[src/rtl/choose_split_pkg.sv]
// ---------------------------------------------------------------------------
// choose_split_pkg
// Shared definitions for the choose_split block: default word width and the
// 2-bit FSM state encoding (IDLE / SHIFT / DONE).
// ---------------------------------------------------------------------------
package choose_split_pkg;

    // Default word width for choose-family blocks.
    localparam int DEFAULT_WIDTH = 8;

    // FSM states, 2-bit encoding.
    typedef enum logic [1:0] {
        ST_IDLE  = 2'd0,
        ST_SHIFT = 2'd1,
        ST_DONE  = 2'd2
    } state_t;

endpackage : choose_split_pkg

[src/rtl/choose_split_lane.sv]
// ---------------------------------------------------------------------------
// choose_split_lane
// One compacting accumulator. Each enabled cycle it deposits bit_in at the
// next free position (acc[count]) and increments count, so the bits that
// belong to this lane end up packed LSB-first.
//
// Ports:
//   clk     in   1      clock, rising edge
//   rst_n   in   1      synchronous active-low reset
//   clr     in   1      clear accumulator and count (start of a word)
//   en      in   1      deposit bit_in this cycle
//   bit_in  in   1      bit to deposit
//   acc     out  WIDTH  compacted bits, unused upper bits are 0
//   count   out  CW     number of bits deposited so far
// ---------------------------------------------------------------------------
module choose_split_lane #(
    parameter int WIDTH = 8,
    parameter int CW    = $clog2(WIDTH + 1)
) (
    input  logic             clk,
    input  logic             rst_n,
    input  logic             clr,
    input  logic             en,
    input  logic             bit_in,
    output logic [WIDTH-1:0] acc,
    output logic [CW-1:0]    count
);

    logic [WIDTH-1:0] acc_r;
    logic [CW-1:0]    count_r;

    // Accumulator and fill count; a clear takes priority over a deposit.
    always_ff @(posedge clk) begin
        if (!rst_n) begin
            acc_r   <= {WIDTH{1'b0}};
            count_r <= {CW{1'b0}};
        end else if (clr) begin
            acc_r   <= {WIDTH{1'b0}};
            count_r <= {CW{1'b0}};
        end else if (en) begin
            // Decoded write keeps the index in range even though count
            // can reach WIDTH (it never does while en is high).
            for (int i = 0; i < WIDTH; i++) begin
                if (count_r == CW'(i)) begin
                    acc_r[i] <= bit_in;
                end
            end
            count_r <= count_r + CW'(1);
        end
    end

    assign acc   = acc_r;
    assign count = count_r;

endmodule : choose_split_lane

[src/rtl/choose_split.sv]
// ---------------------------------------------------------------------------
// choose_split
// Sequential inverse of choose(mask, b, c): splits data into the bits selected
// by mask=1 (lane b) and mask=0 (lane c), compacting each lane LSB-first.
// One bit is examined per cycle; a word takes WIDTH SHIFT cycles.
//
// Ports:
//   clk        in   1      clock, rising edge
//   rst_n      in   1      synchronous active-low reset
//   in_valid   in   1      mask/data valid
//   in_ready   out  1      block can accept a word (registered, IDLE only)
//   mask       in   WIDTH  1 = lane b, 0 = lane c
//   data       in   WIDTH  chosen word to split
//   out_valid  out  1      result valid (registered, DONE only)
//   out_ready  in   1      downstream accepts result
//   b_out      out  WIDTH  lane-b bits compacted, upper bits 0
//   c_out      out  WIDTH  lane-c bits compacted, upper bits 0
//   b_count    out  CW     number of mask bits equal to 1
//   c_count    out  CW     number of mask bits equal to 0
// ---------------------------------------------------------------------------
module choose_split
    import choose_split_pkg::*;
#(
    parameter int WIDTH = DEFAULT_WIDTH,
    parameter int CW    = $clog2(WIDTH + 1)
) (
    input  logic             clk,
    input  logic             rst_n,
    input  logic             in_valid,
    output logic             in_ready,
    input  logic [WIDTH-1:0] mask,
    input  logic [WIDTH-1:0] data,
    output logic             out_valid,
    input  logic             out_ready,
    output logic [WIDTH-1:0] b_out,
    output logic [WIDTH-1:0] c_out,
    output logic [CW-1:0]    b_count,
    output logic [CW-1:0]    c_count
);

    localparam int            IW       = $clog2(WIDTH);
    localparam logic [IW-1:0] LAST_IDX = IW'(WIDTH - 1);

    state_t           state_r;
    state_t           state_next_s;
    logic [IW-1:0]    idx_r;
    logic [WIDTH-1:0] mask_r;
    logic [WIDTH-1:0] data_r;
    logic             in_ready_r;
    logic             out_valid_r;
    logic             in_ready_next_s;
    logic             out_valid_next_s;
    logic             accept_s;
    logic             shift_en_s;
    logic             last_s;
    logic             b_en_s;
    logic             c_en_s;

    // Acceptance is decided from state alone, so in_ready never depends on
    // in_valid combinationally.
    assign accept_s   = (state_r == ST_IDLE) && in_valid;
    assign shift_en_s = (state_r == ST_SHIFT);
    assign last_s     = shift_en_s && (idx_r == LAST_IDX);

    // The shift registers always present the current bit at position 0.
    assign b_en_s = shift_en_s &&  mask_r[0];
    assign c_en_s = shift_en_s && !mask_r[0];

    // FSM state register.
    always_ff @(posedge clk) begin
        if (!rst_n) begin
            state_r <= ST_IDLE;
        end else begin
            state_r <= state_next_s;
        end
    end

    // FSM next-state logic.
    always_comb begin
        state_next_s = state_r;
        case (state_r)
            ST_IDLE: begin
                if (in_valid) begin
                    state_next_s = ST_SHIFT;
                end else begin
                    state_next_s = ST_IDLE;
                end
            end
            ST_SHIFT: begin
                if (last_s) begin
                    state_next_s = ST_DONE;
                end else begin
                    state_next_s = ST_SHIFT;
                end
            end
            ST_DONE: begin
                if (out_ready) begin
                    state_next_s = ST_IDLE;
                end else begin
                    state_next_s = ST_DONE;
                end
            end
            default: begin
                state_next_s = ST_IDLE;
            end
        endcase
    end

    // FSM output decode, computed from the next state so the handshake
    // flags can be registered and still line up with the state register.
    always_comb begin
        in_ready_next_s  = 1'b0;
        out_valid_next_s = 1'b0;
        case (state_next_s)
            ST_IDLE: begin
                in_ready_next_s  = 1'b1;
                out_valid_next_s = 1'b0;
            end
            ST_SHIFT: begin
                in_ready_next_s  = 1'b0;
                out_valid_next_s = 1'b0;
            end
            ST_DONE: begin
                in_ready_next_s  = 1'b0;
                out_valid_next_s = 1'b1;
            end
            default: begin
                in_ready_next_s  = 1'b0;
                out_valid_next_s = 1'b0;
            end
        endcase
    end

    // Registered handshake flags; in_ready is 1 straight out of reset.
    always_ff @(posedge clk) begin
        if (!rst_n) begin
            in_ready_r  <= 1'b1;
            out_valid_r <= 1'b0;
        end else begin
            in_ready_r  <= in_ready_next_s;
            out_valid_r <= out_valid_next_s;
        end
    end

    // Bit index and mask/data shift registers. The index holds at the last
    // position instead of wrapping; it is reloaded on the next acceptance.
    always_ff @(posedge clk) begin
        if (!rst_n) begin
            idx_r  <= {IW{1'b0}};
            mask_r <= {WIDTH{1'b0}};
            data_r <= {WIDTH{1'b0}};
        end else if (accept_s) begin
            idx_r  <= {IW{1'b0}};
            mask_r <= mask;
            data_r <= data;
        end else if (shift_en_s) begin
            if (!last_s) begin
                idx_r <= idx_r + IW'(1);
            end else begin
                idx_r <= idx_r;
            end
            mask_r <= {1'b0, mask_r[WIDTH-1:1]};
            data_r <= {1'b0, data_r[WIDTH-1:1]};
        end else begin
            idx_r  <= idx_r;
            mask_r <= mask_r;
            data_r <= data_r;
        end
    end

    choose_split_lane #(
        .WIDTH (WIDTH),
        .CW    (CW)
    ) u_lane_b (
        .clk    (clk),
        .rst_n  (rst_n),
        .clr    (accept_s),
        .en     (b_en_s),
        .bit_in (data_r[0]),
        .acc    (b_out),
        .count  (b_count)
    );

    choose_split_lane #(
        .WIDTH (WIDTH),
        .CW    (CW)
    ) u_lane_c (
        .clk    (clk),
        .rst_n  (rst_n),
        .clr    (accept_s),
        .en     (c_en_s),
        .bit_in (data_r[0]),
        .acc    (c_out),
        .count  (c_count)
    );

    assign in_ready  = in_ready_r;
    assign out_valid = out_valid_r;

endmodule : choose_split

[config.mk]
export PLATFORM = sky130hd
export DESIGN_NAME = choose_split
export DESIGN_NICKNAME = d
export VERILOG_FILES = /design/src/rtl/choose_split_pkg.sv /design/src/rtl/choose_split_lane.sv /design/src/rtl/choose_split.sv
export SDC_FILE = /design/constraint.sdc
export NUM_CORES = 1
export LEC_CHECK = 0
export CELL_PAD_IN_SITES_DETAIL_PLACEMENT = 1
export CELL_PAD_IN_SITES_GLOBAL_PLACEMENT = 1
export CORE_AREA = 2 2 80 82
export DETAILED_ROUTE_END_ITERATION = 6
export DIE_AREA = 0 0 82 84
export MAX_ROUTING_LAYER = met4
export PLACE_DENSITY = 0.86
export SYNTH_ARGS = -nofsm -noshare
export SYNTH_HDL_FRONTEND = slang
export SYNTH_HIERARCHICAL = 1
export SYNTH_SLANG_ARGS = --single-unit
[constraint.sdc]
create_clock -name clk -period 1.6 [get_ports clk]
set_input_delay 0.24 -clock clk [delete_from_list [all_inputs] [get_ports clk]]
set_output_delay 0.24 -clock clk [all_outputs]
set_load 0.01 [all_outputs]
---- Word-level counts from Yosys, hierarchy flattened ----
Index checks and enable logic that the tools add are counted.
storage, ports and cells
  register bits after elaboration ......... 47
  input port bits ......................... 20
  output and inout bits ................... 26
  word-level logic and storage cells ...... 85
operators by class
  add/subtract/negate cells ............... 3
  equality and inequality tests ........... 18
  muxes and demuxes ....................... 10
  bitwise gates (word level) .............. 2
  reductions and logical operators ........ 28
operators with widths
  operator               number
  $reduce_and A2 Y1      17
  $eq A4 B3 Y1 const B   8
  $mux W8                4
  $eq A4 B2 Y1 const B   4
  $add A4 B1 Y4 const B  2
  $eq A4 B1 Y1 const B   2
  $logic_not A4 Y1       2
  $pmux W2 S3            1
  $eq A2 B2 Y1 const B   2
  $logic_and A1 B1 Y1    4
  $logic_not A2 Y1       2
  $mux W2                2
  $add A3 B1 Y3 const B  1
  $eq A3 B3 Y1 const B   1
  $mux W1                3
  $eq A2 B1 Y1 const B   1
  $not A1 Y1             2
  $reduce_bool A2 Y1     1
  $reduce_or A2 Y1       1
  $logic_not A1 Y1       1

---- Depth between registers and ports, before layout ----
Gate-level depths: netlist of run 1.
  word-level depth ........................ 6
  gate-level depth with buffers ........... 6
  gate-level depth less buffers ........... 5

---- Modules after synthesis ----
Netlist of run 1, hierarchy kept.
by module, submodules not included
  module             times used  cells an instance  area each (µm²)  sequential area each (µm²)
  choose_split_lane  2           59                 646.9            240.2
  choose_split       1           116                975.9            460.4

---- Worst setup path after synthesis of run 1 ----
OpenSTA, ideal clock, no wires.
  path type ............................... register -> register
  from .................................... register state_r[0]
  to ...................................... register u_lane_b.acc_r[2] (netlist: u_lane_b/acc[2])
  library setup time ...................... 0.072 ns
  arrival ................................. 1.424 ns
  slack ................................... 0.104 ns
  stages on the path, launching flop included .. 7
  buffers on the path ..................... 2
  cells stage by stage .................... dfxtp_1 -> and2b_1 -> buf_2 -> and2_1 -> buf_6 -> and4bb_1 -> mux2i_1
on the way
  word-level cells in the longest chain between the ends .. 3
  elaborated cells on any way between the ends .. 6
ends and longest elaborated chain
  element                             line                     source
  start: declaration                  choose_split.sv:44       state_t state_r;
  start signal: assignment            choose_split.sv:74       state_r <= state_next_s;
  $eq A2 B1 Y1                        choose_split.sv:62       assign shift_en_s = (state_r == ST_SHIFT);
  $logic_and A1 B1 Y1                 choose_split.sv:66       assign b_en_s = shift_en_s && mask_r[0];
  via b_en_s                          choose_split.sv:56       logic b_en_s;
  $reduce_and A2 Y1 (no source line)  -
  end signal: assignment              choose_split_lane.sv:35  acc_r <= {WIDTH{1'b0}};
  end signal: assignment              choose_split_lane.sv:38  acc_r <= {WIDTH{1'b0}};
  end signal: indexed assignment      choose_split_lane.sv:45  acc_r[i] <= bit_in;
  end: declaration                    choose_split_lane.sv:29  logic [WIDTH-1:0] acc_r;
The timed path passes the listed nets, and every way through them passes these cells.
A chain may end at the register's enable or synchronous reset.

---- Worst setup path in the final report of run 1 ----
  from .................................... register u_lane_c.count_r[3] (netlist: u_lane_c/count[3])
  to ...................................... output c_count[3]
RTL lines
  element                   line                     source
  start: declaration        choose_split_lane.sv:30  logic [CW-1:0] count_r;
  start signal: assignment  choose_split_lane.sv:36  count_r <= {CW{1'b0}};
  start signal: assignment  choose_split_lane.sv:39  count_r <= {CW{1'b0}};
  start signal: assignment  choose_split_lane.sv:48  count_r <= count_r + CW'(1);
  end: declaration          choose_split.sv:38       output logic [CW-1:0] c_count
No word-level cell between the ends.

==> summary by stage, run 1 <==
Run
Across the run, the number of max-cap violations was 0.

Die
The vertical extent of the die is 84 um. The die extent in x is 82 um. The initial core utilization is 37.2%. The number of cell rows is 29. The area of the die is 6890 sq um. The core box area is 6100 sq um. 46 I/O pins were placed.

Final layout
The utilization after layout is 49.2%. The number of diodes added for antenna fixing is 0. Compared with the post-synthesis result, the final layout area differs by 32.2%. Counting the fill cells in the layout gives 725. After the last flow step, the layout net total stands at 317. The post-route netlist has 12.8% of its cells at a drive strength greater than 1.

Pwr
The worst-case IR drop observed on VDD is 0.371 mV. The leakage power of the design is 1.15 nW. The total power per unit cell area is 829 nW/um^2.

Synth
The largest family of logic cells by synthesized area is simple AND/OR/NAND/NOR gates. Measured against the total synthesized area, the mux share comes to 8.82%. The post-synthesis async set-or-reset flop share is 0%. The most used standard cell by instance count after synthesis is sky130_fd_sc_hd__dfxtp_1. The gate count of the mapped netlist is 234.

The synthesis warning total is 6. Sorting the synthesized cells by how often they occur yields sky130_fd_sc_hd__dfxtp_1 (47), sky130_fd_sc_hd__a21oi_1 (29), sky130_fd_sc_hd__mux2i_1 (20), sky130_fd_sc_hd__nand3b_1 (20), sky130_fd_sc_hd__o21ai_0 (17). The post-synthesis register bit count is 47.

By area the synthesized netlist is led by sky130_fd_sc_hd__dfxtp_1 (41%), sky130_fd_sc_hd__mux2i_1 (8.8%), sky130_fd_sc_hd__nand3b_1 (6.6%). Of the total synthesized cell area, the portion taken by AND, OR, NAND and NOR gates is 23.8%. The cell taking the most area after synthesis is sky130_fd_sc_hd__dfxtp_1. The synthesized design contains 0 enable-type register cells. The mean post-synth cell area is 9.70 sq um. After synthesis the cells add up to 2270 sq um.

In this run the biggest area consumer among cell types represents 41.5% of the synthesized area. After Yosys synthesis, XOR and XNOR cells account for 1.16% of the synthesized area. The share of synthesized area occupied by flip-flops and latches is 41.5%. The number of distinct library cell variants in the gate-level netlist after synthesis is 34.

The synthesized netlist devotes 13.9% of its cell area to compound gates. The leading register cell type out of synthesis is sky130_fd_sc_hd__dfxtp_1. The synthesized netlist net count is 264.

Of the total synthesized cell area, the portion taken by full adders, half adders and majority gates is 5.51%.

Timing
The final worst slack is 0.0696 ns. The transition time of the tightest slew-check pin is 0.350 ns. The number of max-slew violations in the final report is 0. The minimum clock period is 1.53 ns. The final-report setup violation count is 0. The final count of hold timing violations was 0. The worst pin sits at a relative slew slack of 76.5%. Setup repair after global routing left no endpoint under its margin. Of the available clock period, the critical path in the final layout requires 95.6%. Derived from the worst setup path, the maximum achievable clock frequency is 653 MHz. The worst setup skew after layout is 0.00759 ns.

Placed design
The count of buffers added on input and output ports is 45. The HPWL after detailed placement is 4.01 mm. Timing analysis after detailed placement gives a worst setup slack of -0.149 ns. At the end of routability-driven placement, the weighted congestion stood at 0.823.

Worst setup path
In this design, the largest share of critical-path delay is due to buffers and inverters. The buffer and inverter count on the worst path is 1. The signal on the critical path passes through clkdlybuf4s50_1. The worst-path cell with the longest stage delay is sky130_fd_sc_hd__clkdlybuf4s50_1. STA classifies the critical path endpoint as an output port. On the worst path, the slowest cell contributes a delay of 0.56 ns. The class of the most critical setup path is flop to output port. STA classifies the critical path startpoint as a flop. STA puts the critical path data required time at 1.36 ns. The arrival time at the worst endpoint is 1.29 ns. Along the worst path, the maximum fanout reaches 11.

Routing
The number of vias after detailed routing is 1886. For this block, the routed nets add up to 5.47 mm of wire. The length of the first detailed-routing pass in iterations is 4.

The detailed router's first-iteration violation count is 50. The final routed DRC violation total is 0. The post-route antenna net violation count is 0. The average vias per placed instance is 5.17. In the final routed layout, each cell accounts on average for 15.0 um.

Clocking
No sink is reached through more buffers than the 2 on the longest clock path. TritonCTS built the clock tree. The clock-pin slew on the worst setup and hold paths is 0.09 ns. The clock drives 47 sinks. The clock latency on the worst-skew pair is 0.30 ns. The clock tree root buffer cell is sky130_fd_sc_hd__clkbuf_8. The TritonCTS buffer count is 5.

The level count of the clock H-tree is 2. Post-CTS timing repair inserted 0 buffers for setup.

Global routing
Global routing finished with a remaining overflow of 0. Entering global routing, the biggest net connects 18 pins. The first global-routing pass estimated 9.41 mm of wire.

The overall global routing resource usage is 17.9%. The initial antenna violation count was 0. The number of global-route vias before repair is 1989.

Worst hold path
The path class of the lowest-slack min-delay path is flop to flop.

Status
The flow ran to the end, and the final reports show no timing, DRC or antenna violations.
metrics by stage:
stage	setup TNS [ns]	hold WS, ns	cell area [sq um]	instances	power [mW]
floorplan	0	0.385	2270	234	1.46
global placement	-2.39	0.435	2880	357	1.60
detailed placement	-3.69	0.444	2880	357	1.62
CTS	0	0.457	3000	365	2.52
global route	0	0.487	3000	365	2.61
finish	0	0.455	3000	365	2.49
per-layer routing:
layer	GRT usage, %	routed length [um]	vias up
li1	-	-	941
met1	21.8	2510	903
met2	29.1	2700	35
met3	3.03	173	7
met4	6.97	86	0
met5	-	0	-
timing repair:
action                                  in CTS  in global routing
gates resized for setup                      3                  3
hold buffers                                 0                  0
endpoints found under the setup margin       3                  3
cell usage in the layout, fill, tap and decap left out, types with 6 or more instances in the layout:
cell	instances
sky130_fd_sc_hd__clkdlybuf4s50_1	45
sky130_fd_sc_hd__o21ai_0	17
sky130_fd_sc_hd__ha_1	10
sky130_fd_sc_hd__nand2_1	16
sky130_fd_sc_hd__dfxtp_1	42
sky130_fd_sc_hd__buf_4	12
sky130_fd_sc_hd__nor2_1	6
sky130_fd_sc_hd__inv_1	6
sky130_fd_sc_hd__nand4b_1	8
sky130_fd_sc_hd__clkbuf_8	6
sky130_fd_sc_hd__nand3b_1	20
sky130_fd_sc_hd__mux2i_1	20
sky130_fd_sc_hd__and4bb_1	8
sky130_fd_sc_hd__a21oi_1	29
power by group:
group | switching, mW | total, mW | internal [mW]
combinational | 0.162 | 0.337 | 0.175
clock | 0.394 | 0.900 | 0.506
sequential | 0.0338 | 1.25 | 1.22
registers in the layout, summed over array words and instances, names as in the netlist:
signal and cells:
data_r 8, mask_r 8, u_lane_b/acc 8, u_lane_c/acc 8, u_lane_b/count 4, u_lane_c/count 4
idx_r 3, state_r 2, in_ready 1, out_valid 1
path summary, 6_finish.rpt:
check	start	endpoint	slack (ns)	cells past startpoint
setup / recovery	u_lane_c/count[3]	c_count[3]	0.07	1
hold / removal	data_r[6]	data_r[5]	0.45	2
setup reg to reg	state_r[0]	u_lane_b/acc[1]	0.15	4
hold reg to reg	data_r[6]	data_r[5]	0.45	2
kinds of logic after synthesis:
group                    count (synthesis)
flip-flops                              47
buffers and inverters                   21
AND/OR/NAND/NOR                         76
XOR/XNOR                                 3
multiplexers                            20
AO/OA/AOI/OAI                           57
adder cells (fa/ha/maj)                 10
area by class of cell:
class	instances	area [sq um]	area share [%]
clock buffer	6	82.6	2.75
clock inverter	2	35.0	1.17
inverter	7	31.3	1.04
multi-input combinational	166	1210	40.3
sequential	47	947	31.6
tap	77	96.3	3.21
timing repair buffer	60	601	20.0
Note: power is estimated with default switching activity, not from simulation.
==> inputs of run 2 (changes only) <==
Settings changed: ABC_AREA set to 1, CORE_AREA 2 2 80 82 to 2 2 87 89, DIE_AREA 0 0 82 84 to 0 0 89 91, PLACE_DENSITY 0.86 to 0.84.
Clock period 1.6 ns to 1.25 ns, I/O delays scaled along.
==> summary by stage, run 2 <==
Status
The run finished with clean final reports.

Clocking
The count of hold buffers inserted by post-cts repair is 0. The clock-pin slew on the worst setup and hold paths is 0.09 ns. Clock tree synthesis inserted a total of 5 buffers. The buffer levels on the longest clock path is 2. CTS built an H-tree with a depth of 2. The clock tree root buffer cell is sky130_fd_sc_hd__clkbuf_8. The clock latency on the worst-skew pair is 0.29 ns.

Counting every sink on the clock net gives 47. The clock tree from TritonCTS is built.

Worst setup path
The required time of the worst setup path is 1.43 ns. The endpoint of the lowest-slack register-to-register path is u_lane_c/count[0]. The startpoint identified for the worst register-to-register timing path is state_r[1]. The critical path is of the flop to flop type.

The register-to-register setup slack is 0.07 ns. STA puts the critical path data arrival time at 1.36 ns. The critical path capture point type is a flop. Of all nets on the critical path, the largest fanout is 8. For the worst flop-to-flop path, the logic depth is 7.

The critical path startpoint category is a flop.

Die
The die covers 8100 sq um. The floorplan step defined a core boundary enclosing 7140 sq um. Pin placement for this block handled 46 I/O pins. The die extent in x is 89 um.

Row generation in the floorplan step produced 31 rows. The die is 91 um tall. For this configuration, the core starts out at a cell density of 32.5%.

Synth
The most used standard cell by instance count after synthesis is sky130_fd_sc_hd__nand2_1. The synthesis warning total is 6. After synthesis the netlist holds a flip-flop and latch count of 47. The gate count of the mapped netlist is 331. The post-synthesis share of cell area spent on xor and xnor gates is 0%. Of the total synthesized cell area, the portion taken by full adders, half adders and majority gates is 5.39%.

After synthesis, the netlist uses 21 different library cells. The synthesized netlist net count is 361. The mean post-synth cell area is 7.02 sq um.

Summing the areas of all compound-gate instances in the mapped netlist gives 10.8% of the synthesized area. The basic-gate share of the synthesized area counting and, or, nand and nor cells is 32.8%. The largest family of logic cells by synthesized area is simple AND/OR/NAND/NOR gates. The area fraction of the dominant cell type after synthesis is 40.5%. The leading register cell type out of synthesis is sky130_fd_sc_hd__dfxtp_1. The number of flops mapped to enable cells by yosys is 0. Of all cell types, the one taking the most synthesized area is sky130_fd_sc_hd__dfxtp_1. By count the netlist is led by sky130_fd_sc_hd__nand2_1 (88), sky130_fd_sc_hd__dfxtp_1 (47), sky130_fd_sc_hd__nand3_1 (41). Sequential elements use 40.5% of the synthesized area. After synthesis the cells add up to 2320 sq um. The multiplexer share of the synthesized area is 0%.

After synthesis, the share of flip-flops with an asynchronous set or reset is 0%. After synthesis, the cell types taking the most area are sky130_fd_sc_hd__dfxtp_1 (41%), sky130_fd_sc_hd__nand2_1 (14%), sky130_fd_sc_hd__nand3_1 (8.8%).

Final layout
The commonest non-fill, non-tap cell in the layout is sky130_fd_sc_hd__nand2_1. From synthesis to final layout, the design area changed by 37.9%. The post-route netlist has 20.4% of its cells at a drive strength greater than 1. The fill cell total of the finished layout is 920. The count of nets after finishing is 431. Leaving out fill and tap cells, the most frequent cells in the layout are sky130_fd_sc_hd__nand2_1 (80), sky130_fd_sc_hd__dfxtp_1 (40), sky130_fd_sc_hd__a21oi_1 (39), sky130_fd_sc_hd__nand3_1 (39).

The finished layout holds 500 standard cells, fillers aside. The number of diodes added for antenna fixing is 0.

Global routing
Global routing consumed, over all layers together, 15.4% of the routing resources. The total overflow reported by the global router is 0. Entering global routing, the biggest net connects 20 pins. The first global-routing pass estimated 9.71 mm of wire. The number of global-route vias before repair is 2207. The initial antenna violation count is 0.

Routing
The routed layout has 2278 vias. The first detailed-routing pass ran for 4 iterations. Signal routing reaches up to met4. In the routed layout, each cell is associated on average with a via count of 4.56. The post-route antenna net violation count is 0. In this run, the number of DRC markers left after iteration 0 of detailed routing was 49.

The detailed router put a total of 2.48 mm of wire on met1. The routed wire length on met3 is 139 um. The length of routed met2 wiring is 3.11 mm. Dividing the detail-routed wire length by the instance count gives 11.6 um. Wires add up to 5.78 mm. The final routed DRC violation total is 0.

Timing
The number of max-slew violations in the final report is 0. Setup repair after global routing could not meet its margin everywhere. The transition time of the tightest slew-check pin is 0.269 ns. The worst pin sits at a relative slew slack of 82.0%. Setup total negative slack on the finished layout was measured at 0 ns. The final worst slack is 0.0656 ns. Setup violations remaining at the end of the flow were counted as 0.

The worst setup skew after layout is 0.00684 ns. The final count of hold timing violations is 0. The share of the clock period used by the worst path is 94.7%. The clock period could shrink to 1.18 ns. The highest clock frequency the design can meet is 844 MHz.

Pwr
The leakage power of the design is 1.53 nW. Dividing total power by cell area gives a power density of 947 nW/um^2. The worst-case IR drop observed on VDD is 0.402 mV.

Worst hold path
The worst hold path terminates at u_lane_b/count[3]. Counting instances, the worst hold path has a depth of 6. In this run the most critical hold path is launched from in_valid. The worst hold path belongs to the class input port to flop.

Placed design
The count of input and output buffers is 45. The total placed cells including tap cells is 488. The detailed placer's ending HPWL is 4.37 mm.

Timing analysis after detailed placement gives a worst setup slack of -0.280 ns. The congestion estimate from routability-driven global placement came to 0.812.

Run
The tool flagged a number of max-cap violations equal to 0.
## run 2: cell types whose count changed after synthesis, moves of 19 or more
cell,before,now
sky130_fd_sc_hd__inv_1,6,38
sky130_fd_sc_hd__mux2i_1,20,0
sky130_fd_sc_hd__nand2_1,16,88
sky130_fd_sc_hd__nand3_1,2,41
sky130_fd_sc_hd__nand3b_1,20,1
sky130_fd_sc_hd__nor2_1,6,32
## run 2: worst max path at each step
stage                        endpoint  startpoint  cells after the start  slack (ns)
floorplan             u_lane_b/acc[7]  state_r[1]                      8        0.05
detailed placement    u_lane_b/acc[4]       rst_n                      6       -0.28
global route          u_lane_b/acc[4]  state_r[1]                      9       -0.02
CTS                   u_lane_c/acc[3]  state_r[1]                      9       0.005
global placement      u_lane_b/acc[6]       rst_n                      6       -0.22
finish              u_lane_c/count[0]  state_r[1]                      7        0.07
## run 2: stage by stage
step / power, mW / hold slack (ns) / util, % / instance area (sq um)
floorplan: 1.91 / 0.267 / - / 2320
global placement: 2.08 / 0.451 / 42.0 / 3000
detailed placement: 2.11 / 0.457 / 42.0 / 3000
CTS: 3.05 / 0.438 / 42.9 / 3060
global route: 3.20 / 0.444 / 44.9 / 3200
finish: 3.03 / 0.448 / 44.9 / 3200
## run 2: logic make-up (layout without fill, tap and decap cells)
family | Yosys count | count (layout)
flip-flops | 47 | 47
buffers and inverters | 54 | 124
AND/OR/NAND/NOR | 172 | 172
AO/OA/AOI/OAI | 48 | 48
adder cells (fa/ha/maj) | 10 | 10
## run 2: report_power, final
group	total [mW]	leakage [nW]	internal, mW	switching (mW)
clock network	0.934	0.0470	0.435	0.499
registers	1.59	0.387	1.55	0.0413
logic	0.505	1.10	0.234	0.271
total	3.03	1.53	2.22	0.811
## run 2: layout make-up
type	instances	area, sq um	share of cell area [%]
clock inverters	1	5.00	0.156
multi-input cells	230	1210	37.9
flip-flops and latches	47	955	29.8
clock buffers	6	82.6	2.58
well taps	99	124	3.87
inverters	42	163	5.08
repair buffers	75	661	20.6
## run 2: critical path, stage by stage, from the launching register on
cell	delay [ns]
sky130_fd_sc_hd__dfxtp_4	0.39
sky130_fd_sc_hd__inv_4	0.04
sky130_fd_sc_hd__nand2_4	0.08
sky130_fd_sc_hd__nor2_4	0.04
sky130_fd_sc_hd__buf_6	0.13
sky130_fd_sc_hd__buf_4	0.13
sky130_fd_sc_hd__o21ai_0	0.17
sky130_fd_sc_hd__a21oi_1	0.08
## run 2: what timing repair did
item | CTS | global route
pin swaps | 0 | 9
resized for setup | 32 | 39
cloned | 0 | 0
buffers inserted | 0 | 5
endpoints found under the setup margin | 32 | 34
## run 2: metal layers
layer  GRT usage, %  vias to the layer above
met5              -                        -
met3           3.00                        4
met1           16.8                     1069
li1               -                     1175
met4           4.85                        0
met2           27.6                       30
